[config.mk]
export PLATFORM = sky130hd
export DESIGN_NAME = spi_flash_reader
export DESIGN_NICKNAME = d
export VERILOG_FILES = /design/src/rtl/spi_flash_pkg.sv /design/src/rtl/spi_flash_wait_timer.sv /design/src/rtl/spi_flash_reader.sv
export SDC_FILE = /design/constraint.sdc
export NUM_CORES = 1
export LEC_CHECK = 0
export ABC_AREA = 1
export CORE_UTILIZATION = 45
export DETAILED_ROUTE_END_ITERATION = 10
export DONT_BUFFER_PORTS = 1
export PLACE_DENSITY = 0.56
export SLEW_MARGIN = 20
export SYNTH_ARGS = -nofsm -noshare
export SYNTH_HDL_FRONTEND = slang
export SYNTH_SLANG_ARGS = --single-unit
export TNS_END_PERCENT = 30
[constraint.sdc]
create_clock -name clk_i -period 4.29 [get_ports clk_i]
set_input_delay 0.6435 -clock clk_i [delete_from_list [all_inputs] [get_ports clk_i]]
set_output_delay 0.6435 -clock clk_i [all_outputs]
set_load 0.005 [all_outputs]
[src/rtl/spi_flash_pkg.sv]
// Shared constants and state encoding for the SPI-NOR flash read sequencer.
package spi_flash_pkg;

  // SPI-NOR opcodes issued by the sequencer.
  localparam logic [7:0] OP_READ = 8'h03;
  localparam logic [7:0] OP_RES  = 8'hAB;

  // Sequencer states.
  typedef enum logic [2:0] {
    IDLE,
    WAKE_CMD,
    WAKE_WAIT,
    RD_CMD,
    RD_DATA,
    END_GAP
  } state_e;

  // Larger of two integers; sizes the shared wait timer.
  function automatic int max_int(input int a, input int b);
    return (a > b) ? a : b;
  endfunction

endpackage

[src/rtl/spi_flash_wait_timer.sv]
// Loadable down-counter with a zero flag. Shared by the wake wait and the
// chip-select gap: loading N-1 on state entry makes zero_o rise in the
// N-th cycle spent in the waiting state.
module spi_flash_wait_timer #(
  parameter int W = 8
) (
  input  logic         clk_i,
  input  logic         rst_i,
  input  logic         load_i,
  input  logic [W-1:0] load_val_i,
  output logic         zero_o
);

  logic [W-1:0] r_cnt;

  // Count down to zero and hold; a load overrides counting.
  always_ff @(posedge clk_i or posedge rst_i) begin
    // NOTE: non-blocking assignments in clocked blocks so every register
    // samples pre-edge values regardless of block evaluation order.
    if (rst_i) begin
      r_cnt <= '0;
    end else if (load_i) begin
      r_cnt <= load_val_i;
    end else if (r_cnt != '0) begin
      r_cnt <= r_cnt - 1'b1;
    end
  end

  assign zero_o = (r_cnt == '0);

endmodule

[src/rtl/spi_flash_reader.sv]
// Autonomous SPI-NOR read sequencer. Drives the SPI byte engine through an
// optional 0xAB wake-up, then READ 0x03 + 24-bit address, and passes the
// returned bytes straight through to a valid/ready sink. All engine-facing
// outputs are decoded from the state register, so an asynchronous reset
// releases chip select immediately.
module spi_flash_reader
  import spi_flash_pkg::*;
#(
  parameter bit WAKE_EN       = 1'b1,
  parameter int WAKE_CYCLES   = 64,
  parameter int CS_GAP_CYCLES = 4,
  parameter int LEN_W         = 16
) (
  input  logic             clk_i,
  input  logic             rst_i,
  input  logic             start_i,
  input  logic [23:0]      addr_i,
  input  logic [LEN_W-1:0] len_i,
  input  logic             abort_i,
  output logic             busy_o,
  output logic             done_o,
  output logic [7:0]       data_o,
  output logic             valid_o,
  input  logic             ready_i,
  output logic             en_o,
  output logic [7:0]       wr_data_o,
  output logic             wr_valid_o,
  input  logic             wr_ready_i,
  input  logic [7:0]       rd_data_i,
  input  logic             rd_valid_i,
  output logic             rd_ready_o
);

  localparam int TMR_MAX = max_int(WAKE_CYCLES, CS_GAP_CYCLES);
  localparam int TMR_W   = (TMR_MAX < 2) ? 1 : $clog2(TMR_MAX);
  localparam logic [TMR_W-1:0] WAKE_LOAD = TMR_W'(WAKE_CYCLES - 1);
  localparam logic [TMR_W-1:0] GAP_LOAD  = TMR_W'(CS_GAP_CYCLES - 1);

  state_e           r_state;
  state_e           w_state_next;
  logic [23:0]      r_addr;
  logic [LEN_W-1:0] r_len;
  logic [1:0]       r_idx;
  logic             r_abort_pend;
  logic             r_done;

  logic             w_accept;
  logic             w_wr_hs;
  logic             w_rd_hs;
  logic             w_abort_now;
  logic             w_tmr_load;
  logic [TMR_W-1:0] w_tmr_val;
  logic             w_tmr_zero;

  // Starts are refused during the done pulse so a new request lands at the
  // earliest on the cycle after done_o.
  assign w_accept    = (r_state == IDLE) && start_i && !r_done;
  assign w_wr_hs     = wr_ready_i && ((r_state == WAKE_CMD) || (r_state == RD_CMD));
  assign w_rd_hs     = rd_valid_i && ready_i && (r_state == RD_DATA);
  assign w_abort_now = abort_i || r_abort_pend;

  spi_flash_wait_timer #(
    .W (TMR_W)
  ) u_wait_timer (
    .clk_i      (clk_i),
    .rst_i      (rst_i),
    .load_i     (w_tmr_load),
    .load_val_i (w_tmr_val),
    .zero_o     (w_tmr_zero)
  );

  // State register.
  always_ff @(posedge clk_i or posedge rst_i) begin
    if (rst_i) begin
      r_state <= IDLE;
    end else begin
      r_state <= w_state_next;
    end
  end

  // Next-state decode and engine/sink outputs.
  always_comb begin
    // NOTE: every output gets a default first so no path leaves a signal
    // unassigned and infers a latch.
    w_state_next = r_state;
    en_o         = 1'b0;
    wr_valid_o   = 1'b0;
    wr_data_o    = 8'h00;
    valid_o      = 1'b0;
    rd_ready_o   = 1'b0;
    w_tmr_load   = 1'b0;
    w_tmr_val    = GAP_LOAD;

    case (r_state)
      IDLE: begin
        if (w_accept) begin
          if (WAKE_EN) begin
            w_state_next = WAKE_CMD;
          end else if (len_i == '0) begin
            w_state_next = END_GAP;
            w_tmr_load   = 1'b1;
          end else begin
            w_state_next = RD_CMD;
          end
        end
      end

      WAKE_CMD: begin
        en_o       = 1'b1;
        wr_valid_o = 1'b1;
        wr_data_o  = OP_RES;
        if (w_wr_hs) begin
          w_tmr_load = 1'b1;
          if (w_abort_now) begin
            w_state_next = END_GAP;
          end else begin
            w_state_next = WAKE_WAIT;
            w_tmr_val    = WAKE_LOAD;
          end
        end
      end

      WAKE_WAIT: begin
        // No byte is in flight here, so an abort exits at once.
        if (w_abort_now || (w_tmr_zero && (r_len == '0))) begin
          w_state_next = END_GAP;
          w_tmr_load   = 1'b1;
        end else if (w_tmr_zero) begin
          w_state_next = RD_CMD;
        end
      end

      RD_CMD: begin
        en_o       = 1'b1;
        wr_valid_o = 1'b1;
        case (r_idx)
          2'd0:    wr_data_o = OP_READ;
          2'd1:    wr_data_o = r_addr[23:16];
          2'd2:    wr_data_o = r_addr[15:8];
          default: wr_data_o = r_addr[7:0];
        endcase
        if (w_wr_hs) begin
          if (w_abort_now) begin
            w_state_next = END_GAP;
            w_tmr_load   = 1'b1;
          end else if (r_idx == 2'd3) begin
            w_state_next = RD_DATA;
          end
        end
      end

      RD_DATA: begin
        en_o       = 1'b1;
        valid_o    = rd_valid_i;
        rd_ready_o = ready_i;
        if (abort_i || (w_rd_hs && (r_len == LEN_W'(1)))) begin
          w_state_next = END_GAP;
          w_tmr_load   = 1'b1;
        end
      end

      END_GAP: begin
        if (w_tmr_zero) begin
          w_state_next = IDLE;
        end
      end

      default: w_state_next = IDLE;
    endcase
  end

  // Request latch, command byte index, remaining count, abort deferral, done.
  always_ff @(posedge clk_i or posedge rst_i) begin
    if (rst_i) begin
      r_addr       <= '0;
      r_len        <= '0;
      r_idx        <= '0;
      r_abort_pend <= 1'b0;
      r_done       <= 1'b0;
    end else begin
      r_done <= (r_state == END_GAP) && w_tmr_zero;

      if (w_accept) begin
        r_addr <= addr_i;
        r_len  <= len_i;
        r_idx  <= '0;
      end else begin
        if ((r_state == RD_CMD) && w_wr_hs) begin
          r_idx <= r_idx + 2'd1;
        end
        if (w_rd_hs) begin
          r_len <= r_len - 1'b1;
        end
      end

      // An abort during a command byte is held until that byte transfers.
      if (r_state == IDLE) begin
        r_abort_pend <= 1'b0;
      end else if (abort_i && ((r_state == WAKE_CMD) || (r_state == RD_CMD))) begin
        r_abort_pend <= 1'b1;
      end
    end
  end

  assign busy_o = (r_state != IDLE);
  assign done_o = r_done;
  assign data_o = rd_data_i;

endmodule

# == Word-level counts from Yosys, hierarchy flattened ==
# Cells that the tools add are included.
# op_classes
n_addsub,3
eq_ne,16
muxes,34
reduce_logical,28
# ops
op,n
16-bit 2-to-1 mux,2
3-bit 2-to-1 mux,10
6-bit 2-to-1 mux,5
8-bit one-hot mux with 3 select lines,1
3-bit one-hot mux with 6 select lines,1
"16-bit by 1-bit equality test with 1-bit output, second input constant",1
16-bit zero test,1
8-bit one-hot mux with 2 select lines,1
"16-bit by 1-bit subtractor with 16-bit output, second input constant",1
1-bit 2-to-1 mux,11
1-bit logical AND,10
"2-bit inequality test, second input constant",4
2-bit nonzero test,4
7-bit AND reduction,1
"3-bit by 2-bit equality test with 1-bit output, second input constant",2
"3-bit equality test, second input constant",2
6-bit zero test,1
"3-bit inequality test, second input constant",2
6-bit nonzero test,1
"6-bit by 1-bit subtractor with 6-bit output, second input constant",1
"2-bit equality test, second input constant",2
1-bit logical OR,4
2-bit 2-to-1 mux,2
1-bit one-hot mux with 4 select lines,1
other kinds (10),10
# word_totals
ff_bits,53
input_bits,55
output_inout_bits,22
wordCells,88

# == Longest topological paths before layout ==
# Gate-level depths: netlist of the first run.
# depth
ltp_word,7
depth_mapped,11

# == Cells and area by module ==
# From an unflattened synthesis of the first run, not the netlist that was laid out.
# hier_totals
cells_unflattened,466
area_unflattened_um2,3384.5
# modules_own_cells
module,n_inst,cells_each,area_per_inst_um2,seq_area_each_um2
spi_flash_reader,1,418,2995.4,1176.1
spi_flash_wait_timer,1,48,389.1,150.1

# == Least setup slack after synthesis of the first run ==
# Ideal clock, no wire load.
# synth_path
kind,register to output
from,register r_idx[0]
to,output wr_data_o[0]
t_arrival_ns,1.184
t_required_ns,3.647
path_slack_ns,2.463
path_stages_with_launch,6
path_cell_list,dfrtp_1 ha_1 clkbuf_1 inv_1 o21ai_0 o21ai_0
# synth_via
elab_chain_len,3
# synth_rtl
element,line,source
start: declaration,spi_flash_reader.sv:43,logic [1:0] r_idx;
start signal: assignment,spi_flash_reader.sv:189,r_idx <= r_idx + 2'd1;
2-bit equality test (tied with other cells),spi_flash_reader.sv:136,case (r_idx)
8-bit one-hot mux with 3 select lines *,spi_flash_reader.sv:136,
8-bit one-hot mux with 2 select lines *,spi_flash_reader.sv:94,case (r_state)
end: declaration,spi_flash_reader.sv:26,"output logic [7:0] wr_data_o,"
# Every way passes the cells marked *; elsewhere a longest branch is shown, timed or not.

# == Worst setup path in the final report of the first run ==
# layout_path
from,register r_state[0]
to,register r_len[10]
# layout_via
elab_chain_len,4
# layout_rtl
element,line,source
start: declaration,spi_flash_reader.sv:39,state_e r_state;
start signal: assignment,spi_flash_reader.sv:77,r_state <= w_state_next;
3-bit zero test,spi_flash_reader.sv:57,assign w_accept = (r_state == IDLE) && start_i && !r_done;
1-bit logical AND (2 in a row),spi_flash_reader.sv:57,
16-bit 2-to-1 mux / 2-bit nonzero test (equally long branches),-,
end signal: assignment,spi_flash_reader.sv:185,r_len <= len_i;
end signal: assignment,spi_flash_reader.sv:192,r_len <= r_len - 1'b1;
end: declaration,spi_flash_reader.sv:42,logic [LEN_W-1:0] r_len;
# Parallel ways exist; a longest one is shown, timed or not.
# A chain may end at the register's enable or synchronous reset.

==> metrics.md, run 1 <==
| Metric | Value |
|---|---|
| Outcome | `completed` |
| Routed WL per cell | `14.3 um` |
| Non-Filler Instances | `507` |
| Synth top cells by count | `117 x nand2_1, 53 x dfrtp_1, 42 x nor2_1` |
| Peak Freq | `roughly 370 MHz` |
| Synth Flop Type | `dfrtp_1` |
| Initial Utilization | `0.468` |
| Synth top area cells | `dfrtp_1 41%, nand2_1 14%, o21ai_0 5.0%, nor2_1 4.9%, inv_1 4.6%` |
| YS warnings | `0` |
| Sequential fraction of the synthesis area | `0.415` |
| Number of global-route vias before repair | `between 2000 and 3000` |
| DRT Pass-1 Iters | `4` |
| Placed insts | `between 400 and 500` |
| 1st-iter DRT viols | `144` |
| Clk Latency, worst-skew pair | `between 0.3 and 0.4 ns` |
| DRC violation count after routing | `0` |
| Synth cell types | `37` |
| Clock tree sinks | `53` |
| Buffers on Ports | `0` |
| Largest net degree at the start of global routing | `54` |
| First-pass GRT wire length | `roughly 12000 um` |
| Fin. Hold Viols | `0` |
| Synthesized cell area | `0.00320 sq mm` |
| Via count | `2646` |
| Post-CTS Resized | `0` |
| CTS Buffer Depth | `2` |
| Peak supply drop | `0.243 mV` |
| Critical Path AT | `2.96 ns` |
| Core Region | `a little under 0.007 sq mm` |
| Setup Viol. Count Final | `0` |
| Period minus WS final | `2.70 ns` |
| Syn_nets | `487` |
| WS Path Type | `reg -> reg` |
| Post-synth EDFFs | `0` |
| Setup Total Neg Slack | `0 ns` |
| Syn avg cell area | `7.58 sq um` |
| Chip width | `between 80 and 90 um` |
| Total I/O pin count | `77` |
| Clock slew at the register clock pins of the worst setup and hold paths | `0.10 ns` |
| Die height | `around 86 um` |
| Most frequent CP cell | `a21oi_1` |
| Area leader, netlist | `dfrtp_1` |
| Nature of the critical path endpoint | `flip-flop` |
| Hold crit path type | `in -> async` |
| CTS tree | `done` |
| Area growth syn-to-layout | `3.68%` |
| Die Area | `around 0.0074 sq mm` |
| Routability cong. | `~0.9` |
| Post-synth top area share | `0.415` |
| Final Max Tran Viols | `0` |
| GRT Util Overall | `0.208` |
| Cells after Synth | `422` |
| Slew @ Worst Pin | `0.680 ns` |
| Max_cap viols | `0` |
| Crit path largest cell delay | `0.53 ns` |
| CP cell instances | `nor2_8 > nand2_2 > nor3_4 > buf_4 > inv_2 > nand2_1 > o21ai_0 > a21oi_1 > a21oi_1 > inv_1` |
| RSZ-0062 raised after global routing | `false` |
| Period utilisation layout | `0.629` |
| FFs w/ async S/R, synth | `1.00` |
| #FFs+latches synth | `53` |
| Initial antenna violation count | `0` |
| Routed Wire Length | `7230 um` |
| Max transition margin | `0.546` |
| Num CTS Buffers | `5` |
| Share of cells above drive strength 1 | `0.0803` |
| CP Launch Type | `flip-flop` |
| Most frequent cell after synthesis | `nand2_1` |
| Clk root buf | `clkbuf_8` |
| Row count | `30` |
| Leakage | `~1.5 nW` |
| Final layout net count | `475` |
| PD cells | `685 mW/mm^2` |
| Crit-path slowest cell | `dfrtp_1` |
| Cts-stage hold buffer count | `0` |
| Drt via density | `5.22` |
| CP Max Fanout | `49` |
| Ant diodes | `0` |
| HPWL after DPL | `5130 um` |
| Setup bufs post-CTS | `0` |
| Total gr overflow | `0` |
| Worst Clk Skew | `0.00464 ns` |
| CTS H-tree lvls | `2` |
| Routed Antenna Nets | `0` |
| WP data required | `4.55 ns` |
[power by group]
part           switching [W]  internal, W
logic               0.000662     0.000356
registers           0.000174     0.000729
clock network       0.000176     0.000175
[worst max-delay path: cells and delay by family, from the launching register on]
family,cells,cell delay (ns)
AOI/OAI and AO/OA,3,0.36
DFF,1,0.53
buffers and inverters,3,0.90
and+or+nand+nor,4,0.84
[kinds of logic after synthesis]
family / Yosys count / share of synthesized area
compound gates: 78 / 0.140
fa+ha+maj: 10 / 0.0391
flops: 53 / 0.415
buf+inv: 66 / 0.0943
xor+xnor: 9 / 0.0246
simple gates: 206 / 0.287
[through the flow]
step / setup WS [ns] / instance area [sq um] / power, W / util / hold WS (ns)
6_report: 1.59 / 3320 / 0.00227 / 0.485 / 0.388
5_1_grt: 1.32 / 3320 / 0.00249 / 0.485 / 0.419
4_1_cts: 1.55 / 3320 / 0.00229 / 0.485 / 0.418
3_5_place_dp: 1.59 / 3200 / 0.00193 / 0.468 / 0.455
3_3_place_gp: 1.66 / 3200 / 0.00191 / 0.468 / 0.456
2_1_floorplan: 2.36 / 3200 / 0.00172 / - / 0.437
[worst paths after layout]
| path | from | to | slack [ns] | cells past startpoint |
|---|---|---|---|---|
| worst max-delay path | r_state[0]$_DFFE_PP0P_ | r_len[10]$_DFFE_PP0P_ | 1.59 | 10 |
| worst min-delay path | rst_i | r_len[0]$_DFFE_PP0P_ | 0.39 | 2 |
| worst max register to register | r_state[0]$_DFFE_PP0P_ | r_len[10]$_DFFE_PP0P_ | 1.59 | 10 |
| worst min register to register | r_addr[6]$_DFFE_PP0P_ | r_addr[6]$_DFFE_PP0P_ | 0.47 | 2 |
| max in group asynchronous | rst_i | r_addr[22]$_DFFE_PP0P_ | 3.45 | 2 |
| min in group clk_i | addr_i[20] | r_addr[20]$_DFFE_PP0P_ | 0.43 | 2 |
[flip-flops by register name (all words and copies together) (netlist names)]
register	cells
done_o	1
r_abort_pend	1
r_addr	24
r_idx	2
r_len	16
r_state	3
u_wait_timer.r_cnt	6
[per-layer routing]
metal	share of wire	routed length, um	global-route usage	up-vias
li1	-	-	-	1340
met1	0.48	3440	0.293	1220
met2	0.45	3290	0.323	82
met3	0.060	435	0.0419	4
met4	0.0098	71	0.0621	0
met5	0	0	0	-
[cells in the final DEF, fill, tap and decap left out, types with 6 or more instances in the layout]
| cell type | netlist | layout |
|---|---|---|
| o21ai_0 | 32 | 32 |
| a21oi_1 | 17 | 17 |
| inv_2 | 6 | 7 |
| nand4_1 | 7 | 7 |
| ha_1 | 10 | 10 |
| nand3_1 | 18 | 18 |
| o211ai_1 | 7 | 7 |
| inv_1 | 39 | 38 |
| nand2_1 | 117 | 117 |
| xor2_1 | 6 | 6 |
| dfrtp_1 | 53 | 53 |
| nor2_1 | 42 | 42 |
| o22ai_1 | 6 | 6 |
[cell type report]
class	instances	area (sq um)
tap	96	120
timing repair buffer	2	15.0
clock inverter	3	46.3
inverter	45	169
multi-input combinational	303	1570
clock buffer	5	68.8
sequential	53	1330
fill	700	3520
No activity file was read; power rests on OpenSTA's default activity.
==> run 2, diff against run 1 <==
- ABC_AREA: 1 -> 0
- PLACE_DENSITY: 0.56 -> 0.58
- clock period: 4.29 -> 2.2 ns (I/O delays scaled with it)
==> metrics.md, run 2 <==
| Metric | Value |
|---|---|
| Clock tree sinks | `53` |
| CP cell instances | `ha_1 > or4b_2 > a21oi_1 > a221o_1 > or2_0 > o22ai_1` |
| Switching share of power | `0.409` |
| Cts-stage hold buffer count | `0` |
| Final Max Tran Viols | `0` |
| Ant diodes | `0` |
| Routed Antenna Nets | `0` |
| Initial Utilization | `0.471` |
| Setup Total Neg Slack | `0 ns` |
| Crit-path slowest cell | `or4b_2` |
| RSZ-0062 raised after global routing | `true` |
| Peak Freq | `about 480 MHz` |
| Num CTS Buffers | `5` |
| Syn avg cell area | `8.47 sq um` |
| Synth Area in XOR/XNOR | `0.0550` |
| Cell Int Power | `0.00249 W` |
| WS Path Type | `reg -> reg` |
| Via count | `about 2300` |
| Comb pwr share | `0.416` |
| Nature of the critical path endpoint | `flip-flop` |
| CTS tree | `done` |
| Peak supply drop | `0.565 mV` |
| Clock power share | `0.159` |
| Max reg flops | `24` |
| Mux cell area share after synthesis | `0.00993` |
| Critical Path AT | `2.26 ns` |
| Clk Latency, worst-skew pair | `0.30 ns` |
| Outcome | `finished with violations` |
| Slew @ Worst Pin | `between 0.9 and 1 ns` |
| Post-route cell area | `0.00317 sq mm` |
| WP data required | `between 2 and 2.5 ns` |
| Routability cong. | `a little under 0.8` |
| Max_cap viols | `0` |
| Die height | `84.0 um` |
| Die Area | `0.00706 sq mm` |
| First-pass GRT wire length | `10900 um` |
| YS warnings | `0` |
| DRC violation count after routing | `7` |
| Synth top cells by count | `100 x nand2_1, 53 x dfrtp_1, 23 x nor2_1` |
| Synthesized cell area | `0.00303 sq mm` |
| Number of global-route vias before repair | `2258` |
| Synth Area in Compound Gates | `0.129` |
| Hold crit path type | `in -> async` |
| Register share of total power | `0.425` |
| CTS H-tree lvls | `2` |
| Reg with most FFs | `r_addr` |
| Total net switching power | `about 0.0017 W` |
| Total gr overflow | `0` |
| Synth cell types | `48` |
| Failing checks | `DRC` |
| Total I/O pin count | `77` |
| Synth top area cells | `dfrtp_1 44%, nand2_1 12%, ha_1 4.1%, xnor2_1 3.5%, a21oi_1 3.1%` |
| Commonest non-fill, non-tap cell in the layout | `nand2_1` |
| Clock slew at the register clock pins of the worst setup and hold paths | `0.10 ns` |
| Placed insts | `415` |
| Crit path largest cell delay | `around 0.60 ns` |
| Clk root buf | `clkbuf_8` |
| CP Launch Type | `flip-flop` |
| Area growth syn-to-layout | `4.88%` |
| Final Power | `0.00422 W` |
| Routed Wire Length | `6450 um` |
| Fin. Hold Viols | `0` |
| Post-layout util | `0.494` |
| 1st-iter DRT viols | `128` |
| PD cells | `1330 mW/mm^2` |
| HPWL after DPL | `4630 um` |
| CTS Buffer Depth | `2` |
| Setup Viol. Count Final | `0` |
| Synth Flop Type | `dfrtp_1` |
| Post-synth top area share | `0.438` |
| Top delay family on crit path | `simple AND/OR/NAND/NOR gates` |
| Max transition margin | `0.348` |
| DRT Pass-1 Iters | `7` |
| Post-synth EDFFs | `0` |
| Drt via density | `5.37` |
| Row count | `29` |
| Placed cell areas | `0.00305 sq mm` |
| Buffers on Ports | `0` |
| Area leader, netlist | `dfrtp_1` |
| GRT Util Overall | `0.195` |
| Final layout net count | `410` |
| Simple-gate share of the synthesized area | `0.266` |
| Period minus WS final | `2.08 ns` |
| Worst Clk Skew | `0.00681 ns` |
| Largest net degree at the start of global routing | `54` |
| Sequential fraction of the synthesis area | `0.438` |
| Period utilisation layout | `0.945` |
| Largest family of logic cells by synthesized area | `simple AND/OR/NAND/NOR gates` |
| CP Max Fanout | `4` |
| Largest regs | `r_addr: 24 flops, r_len: 16 flops, u_wait_timer.r_cnt: 6 flops` |
| Worst Path Buf+Inv | `0` |
| Non-Filler Instances | `around 420` |
| Core Region | `0.00642 sq mm` |
| Leakage | `1.44 nW` |
| Share of cells above drive strength 1 | `0.0867` |
| Chip width | `84.0 um` |
| Most frequent cell after synthesis | `nand2_1` |
| Routed WL per cell | `15.2 um` |
| Most frequent cells in the layout | `100 x nand2_1, 52 x dfrtp_1, 22 x nor2_1, 19 x a21oi_1, 15 x o21ai_0` |
| FFs w/ async S/R, synth | `1.00` |
| Syn_nets | `between 400 and 500` |
| Post-synthesis adder-cell area fraction | `0.0414` |
| Cells after Synth | `around 360` |
| Initial antenna violation count | `0` |
| #FFs+latches synth | `53` |
run 2: repair_timing:
action | 4_1_cts | 5_1_grt
setup endpoints to repair | 0 | 10
buffers inserted | 0 | 0
gates resized for setup | 0 | 4
run 2: area by class of cell:
class	count	area (sq um)
Multi-Input combinational cell	265	1530
Clock inverter	2	38.8
Inverter	12	45.0
Sequential cell	53	1330
Timing Repair Buffer	8	60.1
Tap cell	77	96.3
Clock buffer	6	72.6
Fill cell	628	3250
run 2: per-stage QoR:
step / setup slack (ns) / hold WS, ns
final: 0.120 / 0.0728
after global routing: -0.00823 / 0.104
after global placement: 0.124 / 0.438
after detailed placement: 0.0922 / 0.441
after CTS: 0.0356 / 0.109
after floorplan: 0.130 / 0.435
run 2: worst paths after layout:
path                                         from                      to  slack, ns  cells past startpoint
max in group asynchronous                   rst_i    r_idx[1]$_DFFE_PP0P_       1.62                      2
setup / recovery             r_idx[0]$_DFFE_PP0P_  r_state[0]$_DFFE_PP0P_       0.12                      6
min in group clk_i                     addr_i[23]  r_addr[23]$_DFFE_PP0P_       0.12                      2
hold reg to reg            r_addr[11]$_DFFE_PP0P_  r_addr[11]$_DFFE_PP0P_       0.48                      2
setup reg to reg             r_idx[0]$_DFFE_PP0P_  r_state[0]$_DFFE_PP0P_       0.12                      6
hold / removal                              rst_i  r_addr[21]$_DFFE_PP0P_       0.07                      2
run 2: worst register-to-register path: cells and delay by family (launching register included):
kind	cells	cell delay, ns
AOI/OAI and AO/OA	3	0.55
adders and majority gates	1	0.21
DFF	1	0.44
and+or+nand+nor	2	0.77
run 2: power groups by stage:
| stage | combinational, W | sequential (W) | clock, W |
|---|---|---|---|
| 2_1_floorplan | 0.00146 | 0.00169 | 0 |
| 3_3_place_gp | 0.00172 | 0.00180 | 0 |
| 3_5_place_dp | 0.00176 | 0.00181 | 0 |
| 4_1_cts | 0.00177 | 0.00179 | 0.000690 |
| 5_1_grt | 0.00201 | 0.00185 | 0.000725 |
| 6_report | 0.00175 | 0.00179 | 0.000668 |
run 2: logic make-up (layout without fill, tap and decap cells):
logic type,Yosys count,count (layout)
AO/OA/AOI/OAI,61,61
XOR/XNOR,19,19
adder cells (fa/ha/maj),10,10
buffers and inverters,39,28
flip-flops,53,53
multiplexers,3,3
AND/OR/NAND/NOR,172,172
run 2: layer usage:
layer  track usage  wire [um]
met4        0.0596         29
met1         0.266       3170
met5             0          0
met2         0.302       2930
met3        0.0524        312
